$ cat src/rtl/oerv_pkg.sv
// ============================================================================
// oerv_pkg : shared state encoding and beat-count helpers for the OERV sequencer
// Rev 1.0
// ============================================================================
`default_nettype none

package oerv_pkg;

    typedef enum logic [2:0] {
        ST_IDLE  = 3'd0,
        ST_FETCH = 3'd1,
        ST_RF    = 3'd2,
        ST_INIT  = 3'd3,
        ST_MEM   = 3'd4,
        ST_RUN   = 3'd5
    } state_e;

    localparam int unsigned WORD_BITS = 32;

    function automatic int unsigned beats_per_stage(input int unsigned w);
        return WORD_BITS / w;
    endfunction

    function automatic int unsigned beat_cnt_width(input int unsigned w);
        return $clog2(WORD_BITS / w);
    endfunction

endpackage

`default_nettype wire

$ cat src/rtl/oerv_beat_cnt.sv
// ============================================================================
// oerv_beat_cnt : serial beat counter, first/last-beat flags for one stage
// Rev 1.0
// ============================================================================
`default_nettype none

module oerv_beat_cnt
    import oerv_pkg::*;
#(
    parameter int unsigned W = 8
) (
    input  logic i_clk,
    input  logic i_rst_n,
    input  logic i_en,
    output logic o_cnt0,
    output logic o_cnt_done
);

    localparam int unsigned          N    = beats_per_stage(W);
    localparam int unsigned          CW   = beat_cnt_width(W);
    localparam logic [CW-1:0]        LAST = CW'(N - 1);

    logic [CW-1:0] cnt_q;
    logic [CW-1:0] cnt_d;

    // Held at zero whenever no stage is active, so every stage entry starts at beat 0.
    always_comb begin
        cnt_d = '0;
        if (i_en) begin
            cnt_d = (cnt_q == LAST) ? '0 : cnt_q + 1'b1;
        end
    end

    always_ff @(posedge i_clk or negedge i_rst_n) begin
        if (!i_rst_n) begin
            cnt_q <= '0;
        end else begin
            cnt_q <= cnt_d;
        end
    end

    assign o_cnt0     = i_en && (cnt_q == '0);
    assign o_cnt_done = i_en && (cnt_q == LAST);

endmodule

`default_nettype wire

$ cat src/rtl/oerv_seq.sv
// ============================================================================
// oerv_seq : fetch / register-read / init / mem / run sequencer, byte-serial core
// Optional feature macro: OERV_MISALIGN_EN (misalign trap register)
// Rev 1.0
// ============================================================================
`default_nettype none

module oerv_seq
    import oerv_pkg::*;
#(
    parameter int unsigned W = 8
) (
    input  logic i_clk,
    input  logic i_rst_n,
    output logic o_ibus_cyc,
    input  logic i_ibus_ack,
    output logic o_decode_en,
    input  logic i_two_stage,
    input  logic i_mem_op,
    input  logic i_misalign,
    output logic o_rf_rreq,
    input  logic i_rf_ready,
    output logic o_dbus_cyc,
    input  logic i_dbus_ack,
    output logic o_cnt_en,
    output logic o_cnt0,
    output logic o_cnt_done,
    output logic o_init,
    output logic o_pc_en,
    output logic o_trap
);

    state_e state_q;
    state_e state_d;
    logic   rreq_done_q;
    logic   w_cnt_en;
    logic   w_trap_take;

    assign w_cnt_en = (state_q == ST_INIT) || (state_q == ST_RUN);
    assign o_cnt_en = w_cnt_en;

    oerv_beat_cnt #(.W(W)) u_beat_cnt (
        .i_clk      (i_clk),
        .i_rst_n    (i_rst_n),
        .i_en       (w_cnt_en),
        .o_cnt0     (o_cnt0),
        .o_cnt_done (o_cnt_done)
    );

`ifdef OERV_MISALIGN_EN
    logic trap_q;

    assign w_trap_take = i_misalign;

    // Captured on the last init beat; lives exactly for the following RUN stage.
    always_ff @(posedge i_clk or negedge i_rst_n) begin
        if (!i_rst_n) begin
            trap_q <= 1'b0;
        end else if ((state_q == ST_INIT) && o_cnt_done) begin
            trap_q <= i_misalign;
        end else if ((state_q == ST_RUN) && o_cnt_done) begin
            trap_q <= 1'b0;
        end
    end

    assign o_trap = trap_q && (state_q == ST_RUN);
`else
    logic w_unused_misalign;

    assign w_unused_misalign = i_misalign;
    assign w_trap_take       = 1'b0;
    assign o_trap            = 1'b0;
`endif

    always_ff @(posedge i_clk or negedge i_rst_n) begin
        if (!i_rst_n) begin
            state_q     <= ST_IDLE;
            rreq_done_q <= 1'b0;
        end else begin
            state_q     <= state_d;
            rreq_done_q <= (state_q == ST_RF);
        end
    end

    always_comb begin
        state_d     = state_q;
        o_ibus_cyc  = 1'b0;
        o_decode_en = 1'b0;
        o_rf_rreq   = 1'b0;
        o_dbus_cyc  = 1'b0;
        o_init      = 1'b0;
        o_pc_en     = 1'b0;
        case (state_q)
            ST_IDLE: begin
                state_d = ST_FETCH;
            end
            ST_FETCH: begin
                o_ibus_cyc = 1'b1;
                if (i_ibus_ack) begin
                    o_decode_en = 1'b1;
                    state_d     = ST_RF;
                end
            end
            ST_RF: begin
                o_rf_rreq = !rreq_done_q;
                if (i_rf_ready) begin
                    state_d = i_two_stage ? ST_INIT : ST_RUN;
                end
            end
            ST_INIT: begin
                o_init = 1'b1;
                if (o_cnt_done) begin
                    state_d = (i_mem_op && !w_trap_take) ? ST_MEM : ST_RUN;
                end
            end
            ST_MEM: begin
                o_dbus_cyc = 1'b1;
                if (i_dbus_ack) begin
                    state_d = ST_RUN;
                end
            end
            ST_RUN: begin
                if (o_cnt_done) begin
                    o_pc_en = 1'b1;
                    state_d = ST_FETCH;
                end
            end
            default: begin
                state_d = ST_IDLE;
            end
        endcase
    end

endmodule

`default_nettype wire

$ cat config.mk
export PLATFORM = sky130hd
export DESIGN_NAME = oerv_seq
export DESIGN_NICKNAME = d
export VERILOG_FILES = /design/src/rtl/oerv_pkg.sv /design/src/rtl/oerv_beat_cnt.sv /design/src/rtl/oerv_seq.sv
export SDC_FILE = /design/constraint.sdc
export NUM_CORES = 1
export LEC_CHECK = 0
export CORE_AREA = 8 8 45 47
export DETAILED_ROUTE_END_ITERATION = 10
export DIE_AREA = 0 0 53 55
export DONT_BUFFER_PORTS = 1
export GPL_TIMING_DRIVEN = 0
export PLACE_DENSITY_LB_ADDON = 0.25
export SLEW_MARGIN = 40
export SYNTH_ARGS = -nofsm -noshare
export SYNTH_HDL_FRONTEND = slang
export SYNTH_SLANG_ARGS = --single-unit
$ cat constraint.sdc
create_clock -name i_clk -period 2.6 [get_ports i_clk]
set_clock_uncertainty 0.1 [all_clocks]
set_input_delay 0.52 -clock i_clk [delete_from_list [all_inputs] [get_ports i_clk]]
set_output_delay 0.52 -clock i_clk [all_outputs]
set_load 0.005 [all_outputs]
# --- After elaboration in Yosys (flattened, before gate mapping) ---
# Index checks and enable logic that the tools add are counted.
# W data, S select, Z words.
totals:
  elab_cells: 40
  out_inout_bits: 10
  inputBits: 8
  register_bits: 6
classes:
  n_addsub: 1
  reduce_logical: 7
  eq_ne: 11
  n_mux: 18
op_table:
  columns: ["op", "count"]
  rows:
  - ["$mux W3", 6]
  - ["$pmux W3 S6", 1]
  - ["$ne A2 B2 Y1 const B", 5]
  - ["$mux W1", 9]
  - ["$eq A3 B2 Y1 const B", 2]
  - ["$eq A3 B3 Y1 const B", 2]
  - ["$reduce_and A5 Y1", 1]
  - ["$mux W2", 2]
  - ["$eq A3 B1 Y1 const B", 1]
  - ["$logic_not A3 Y1", 1]
  - ["$add A2 B1 Y2 const B", 1]
  - ["$eq A2 B2 Y1 const B", 1]
  - ["$logic_and A1 B1 Y1", 2]
  - ["$logic_not A2 Y1", 1]
  - ["$logic_not A1 Y1", 1]
  - ["$logic_or A1 B1 Y1", 1]

# --- Longest topological paths before layout ---
logic_depth:
  word_depth: 5
  ltp_mapped: 5
  ltp_nobuf: 5

# --- Cells and area by module ---
# From an unflattened synthesis, not the netlist that was laid out.
unflattened:
  cells_unflattened: 44
  area_unflattened_um2: 430.4
by_module_without_submodules:
  columns: ["mod", "cells_each", "area_per_inst_um2", "instances", "seq_area_each_um2"]
  rows:
  - ["oerv_seq", 34, 312.8, 1, 100.1]
  - ["oerv_beat_cnt", 10, 117.6, 1, 50.0]

# --- Worst setup path after synthesis ---
# OpenSTA, ideal clock, no wires.
synth_timing:
  path_kind: "register to output"
  from: "reg state_q[1]"
  to: "out o_cnt0"
  slack_ns: 0.974
  arrival_ns: 1.006
  stages_incl_launch_ff: 4
  path_cell_list: "dfrtp_1 -> nand2b_1 -> a21oi_2 -> and2_1"
synth_via:
  elab_chain_len: 3
  elab_cells_between_ends: 4
synth_rtl:
  columns: ["element", "line", "source"]
  rows:
  - ["start, declared", "oerv_seq.sv:33", "state_e state_q;"]
  - ["start signal, assigned", "oerv_seq.sv:80", "state_q <= state_d;"]
  - ["$eq A3 B2 Y1 or $eq A3 B3 Y1 (tied branches)", "oerv_seq.sv:39", "assign w_cnt_en = (state_q == ST_INIT) || (state_q == ST_RUN);"]
  - ["$logic_or A1 B1 Y1 *", "oerv_seq.sv:39", null]
  - ["net o_cnt_en", "oerv_seq.sv:25", "output logic o_cnt_en,"]
  - ["$logic_and A1 B1 Y1 *", "oerv_beat_cnt.sv:42", "assign o_cnt0 = i_en && (cnt_q == '0);"]
  - ["end, declared", "oerv_seq.sv:26", "output logic o_cnt0,"]
# Mark *: on every way through the listed nets, which the timed path passes. The rest lies on a longest branch.

# --- Worst setup path in the final report ---
layout_timing:
  from: "reg state_q[1]"
  to: "out o_cnt_done"
layout_via:
  elab_chain_len: 3
  elab_cells_between_ends: 4
layout_rtl:
  columns: ["element", "line", "source"]
  rows:
  - ["$eq A3 B2 Y1 or $eq A3 B3 Y1 (tied branches)", "oerv_seq.sv:39", null]
  - ["$logic_or A1 B1 Y1 *", "oerv_seq.sv:39", null]
  - ["net o_cnt_en", "oerv_seq.sv:25", null]
  - ["$logic_and A1 B1 Y1 *", "oerv_beat_cnt.sv:43", "assign o_cnt_done = i_en && (cnt_q == LAST);"]
  - ["end, declared", "oerv_seq.sv:27", "output logic o_cnt_done,"]
# Marked as above.

==> impl_metrics.yaml <==
route:
  antenna_left: 0
  drc: 0
  wl_per_cell_um: 14.9
  wl_um: 952
  vias: 325
  drtIter0Drc: 4
  dr.pass1.iters: 4
  viasPerCell: 5.08
floorplan:
  ios: 18
  dieArea_mm2: 0.00292
  fp.dieH_um: 55
  initial_core_util: 0.307
  core_area_mm2: 0.00138
  die_w_um: 53
  rows: 14
layout:
  nNetsFinal: 60
  areaGrowthSynthToFinish_pct: 12.4
  regArea_um2: 150
  diodes: 0
  fin_cells: 64
  multiInputGateArea_um2: 249
  layout-drive-gt1-share: 0.271
  n_fill_cell: 143
synth:
  ys_top_cells_by_area: "dfrtp_1 (35%), and2_1 (7.4%), ha_1 (5.9%)"
  syn_avg_cell_area_um2: 9.67
  synthTopCellsByCount: "dfrtp_1 (6), and2_1 (5), nor3_1 (3)"
  synth_xor_area_frac: 0
  synth_top_area_share: 0.353
  synth_top_family_by_area: "simple AND/OR/NAND/NOR gates"
  yosys.area_share.adder: 0.0588
  synth_nets: 54
  netlist_area_um2: 425
  ys_seq_area_frac: 0.353
  synthMuxAreaShare: 0
  synth_cell_types: 25
  synth-main-ff-cell: "dfrtp_1"
  postSynthCellCount: 44
  ys_async_sr_fraction: 1.00
  synth_simple_gate_area_share: 0.338
  ys_warn_count: 0
  synth-edff-count: 0
  ys_seq_elements: 6
  synth_compound_area_frac: 0.179
  yosysTopAreaCell: "dfrtp_1"
  yosysMostFrequentCell: "dfrtp_1"
worst_setup_path:
  worstPathArrival_ns: 1.40
  worst-path-buf-inv: 0
  critPathKind: "reg -> out"
  cp_slowest_stage_delay_ns: 0.47
  path_cells: "nand2b_1, a21oi_2, and2_1"
  r2r_setup_slack_ns: 1.08
  crit_required_ns: 1.98
  crit_path_end_kind: "primary output"
  cp-start-kind: "flip-flop"
  cp_top_family: "flip-flops"
  crit_slowest_cell: "dfrtp_1"
  critPathMaxFanout: 8
global_routing:
  grt_pass1_wl_um: 1520
  grt_max_degree: 11
  busiest_layer: "met1"
  grt_usage: 0.0735
  use_met1: 0.0922
  grt_overflow: 0
  antenna_found_initial: 0
  grtUsageMet3: 0.0294
  met2_usage: 0.0879
  grt_pass1_vias: 326
timing:
  maxSlewViolCount: 0
  fin_setup_tns_ns: 0
  timing.final.ws_setup_ns: 0.581
  hold_viol: 0
  post-route-min-period_ns: 2.02
  setup_violations: 0
  fmax_mhz: 495
  finalCritPeriodShare: 0.776
  rsz0062_at_grt: "false"
placement:
  place_hpwl_um: 740
  place_congestion: 0.628
  io_buffers: 0
  post-place-ws_ns: 0.829
  place_inst: 60
power_and_ir_drop:
  p_leak_uw: 0.000219
  power_uw: 564
  ir_worst_vdd_uv: 458
  power_density_mw_per_mm2: 1180
run_status:
  status: "completed"
clocking:
  cts.sinks: 6
  cts_buffer_depth: 2
  clk_latency_ns: 0.24
  root_buffer: "clkbuf_4"
  cts_tree: "done"
  htree_levels: 1
  cts_made_buffers: 3
  cts.clk_slew.worst_paths_ns: 0.05
hold_path:
  worstHoldPathType: "reg -> reg"
run:
  max-cap-violations: 0
[stage by stage]
step           instance area [um2]  hold WS (ns)   util
2_1_floorplan                  425         0.124      -
3_5_place_dp                   445         0.125  0.322
3_3_place_gp                   445         0.125  0.322
5_1_grt                        478         0.383  0.345
4_1_cts                        478         0.375  0.345
6_report                       478         0.368  0.345
[registers in the layout, indices dropped and copies added, names as in the netlist]
register	count
u_beat_cnt.cnt_q	2
state_q	3
rreq_done_q	1
[routing by layer]
metal  part of all wire  vias up  routed length [um]
met5                  0        -                   0
met4                  0        0                   0
met3               0.13        0                 127
met1               0.42      151                 397
met2               0.45       14                 427
li1                   -      160                   -
[repair_timing]
item | 4_1_cts | 5_1_grt
hold buffers | 1 | 0
hold endpoints to repair | 6 | 0
resized for setup | 0 | 0
buffers inserted | 0 | 0
[kinds of logic after synthesis]
logic type | after synthesis
adder cells (fa/ha/maj) | 2
flip-flops | 6
AND/OR/NAND/NOR | 23
buffers and inverters | 5
other | 1
AO/OA/AOI/OAI | 7
[report_power, final]
group | total, uW | leakage, uW | switching [uW] | internal [uW]
Combinational | 303 | 0.000127 | 160 | 143
Sequential | 174 | 0.0000778 | 43.1 | 130
Clock | 88.0 | 0.0000138 | 35.6 | 52.4
[cell usage in the layout (no fill, tap or decap)]
cell type and count:
a211o_4 1, inv_1 2, nor4b_1 1, nand2_2 1, nand2b_4 1, buf_4 2
dlygate4sd3_1 1, and2_1 5, nor4bb_1 1, nor2_2 1, nor3b_1 2, clkbuf_4 3
nor2_1 2, ha_1 2, nand2_1 2, o22ai_1 1, nor3_1 3, a21o_1 1
inv_2 1, dfrtp_1 6, nand3_1 2, o211ai_2 1, a21oi_2 1, nand2b_1 2
o221ai_1 1, a2bb2oi_2 1, conb_1 1
[worst paths after layout]
| check | to | startpoint | cells past startpoint |
|---|---|---|---|
| min in group asynchronous | u_beat_cnt.cnt_q[0]$_DFF_PN0_ | i_rst_n | 1 |
| min | u_beat_cnt.cnt_q[0]$_DFF_PN0_ | u_beat_cnt.cnt_q[0]$_DFF_PN0_ | 1 |
| min reg2reg | u_beat_cnt.cnt_q[0]$_DFF_PN0_ | u_beat_cnt.cnt_q[0]$_DFF_PN0_ | 1 |
| max | o_cnt_done | state_q[1]$_DFFE_PN0P_ | 3 |
| max reg2reg | state_q[0]$_DFFE_PN0P_ | u_beat_cnt.cnt_q[0]$_DFF_PN0_ | 5 |
| max in group asynchronous | state_q[0]$_DFFE_PN0P_ | i_rst_n | 1 |
[cell type report]
type / count / area share
buffer: 2 / 0.0314
clock buffer: 3 / 0.0471
inverter: 3 / 0.0236
multi-input combinational: 33 / 0.521
sequential: 6 / 0.314
tap: 16 / 0.0419
timing repair buffer: 1 / 0.0209
Note: power is estimated with default switching activity, not from simulation.
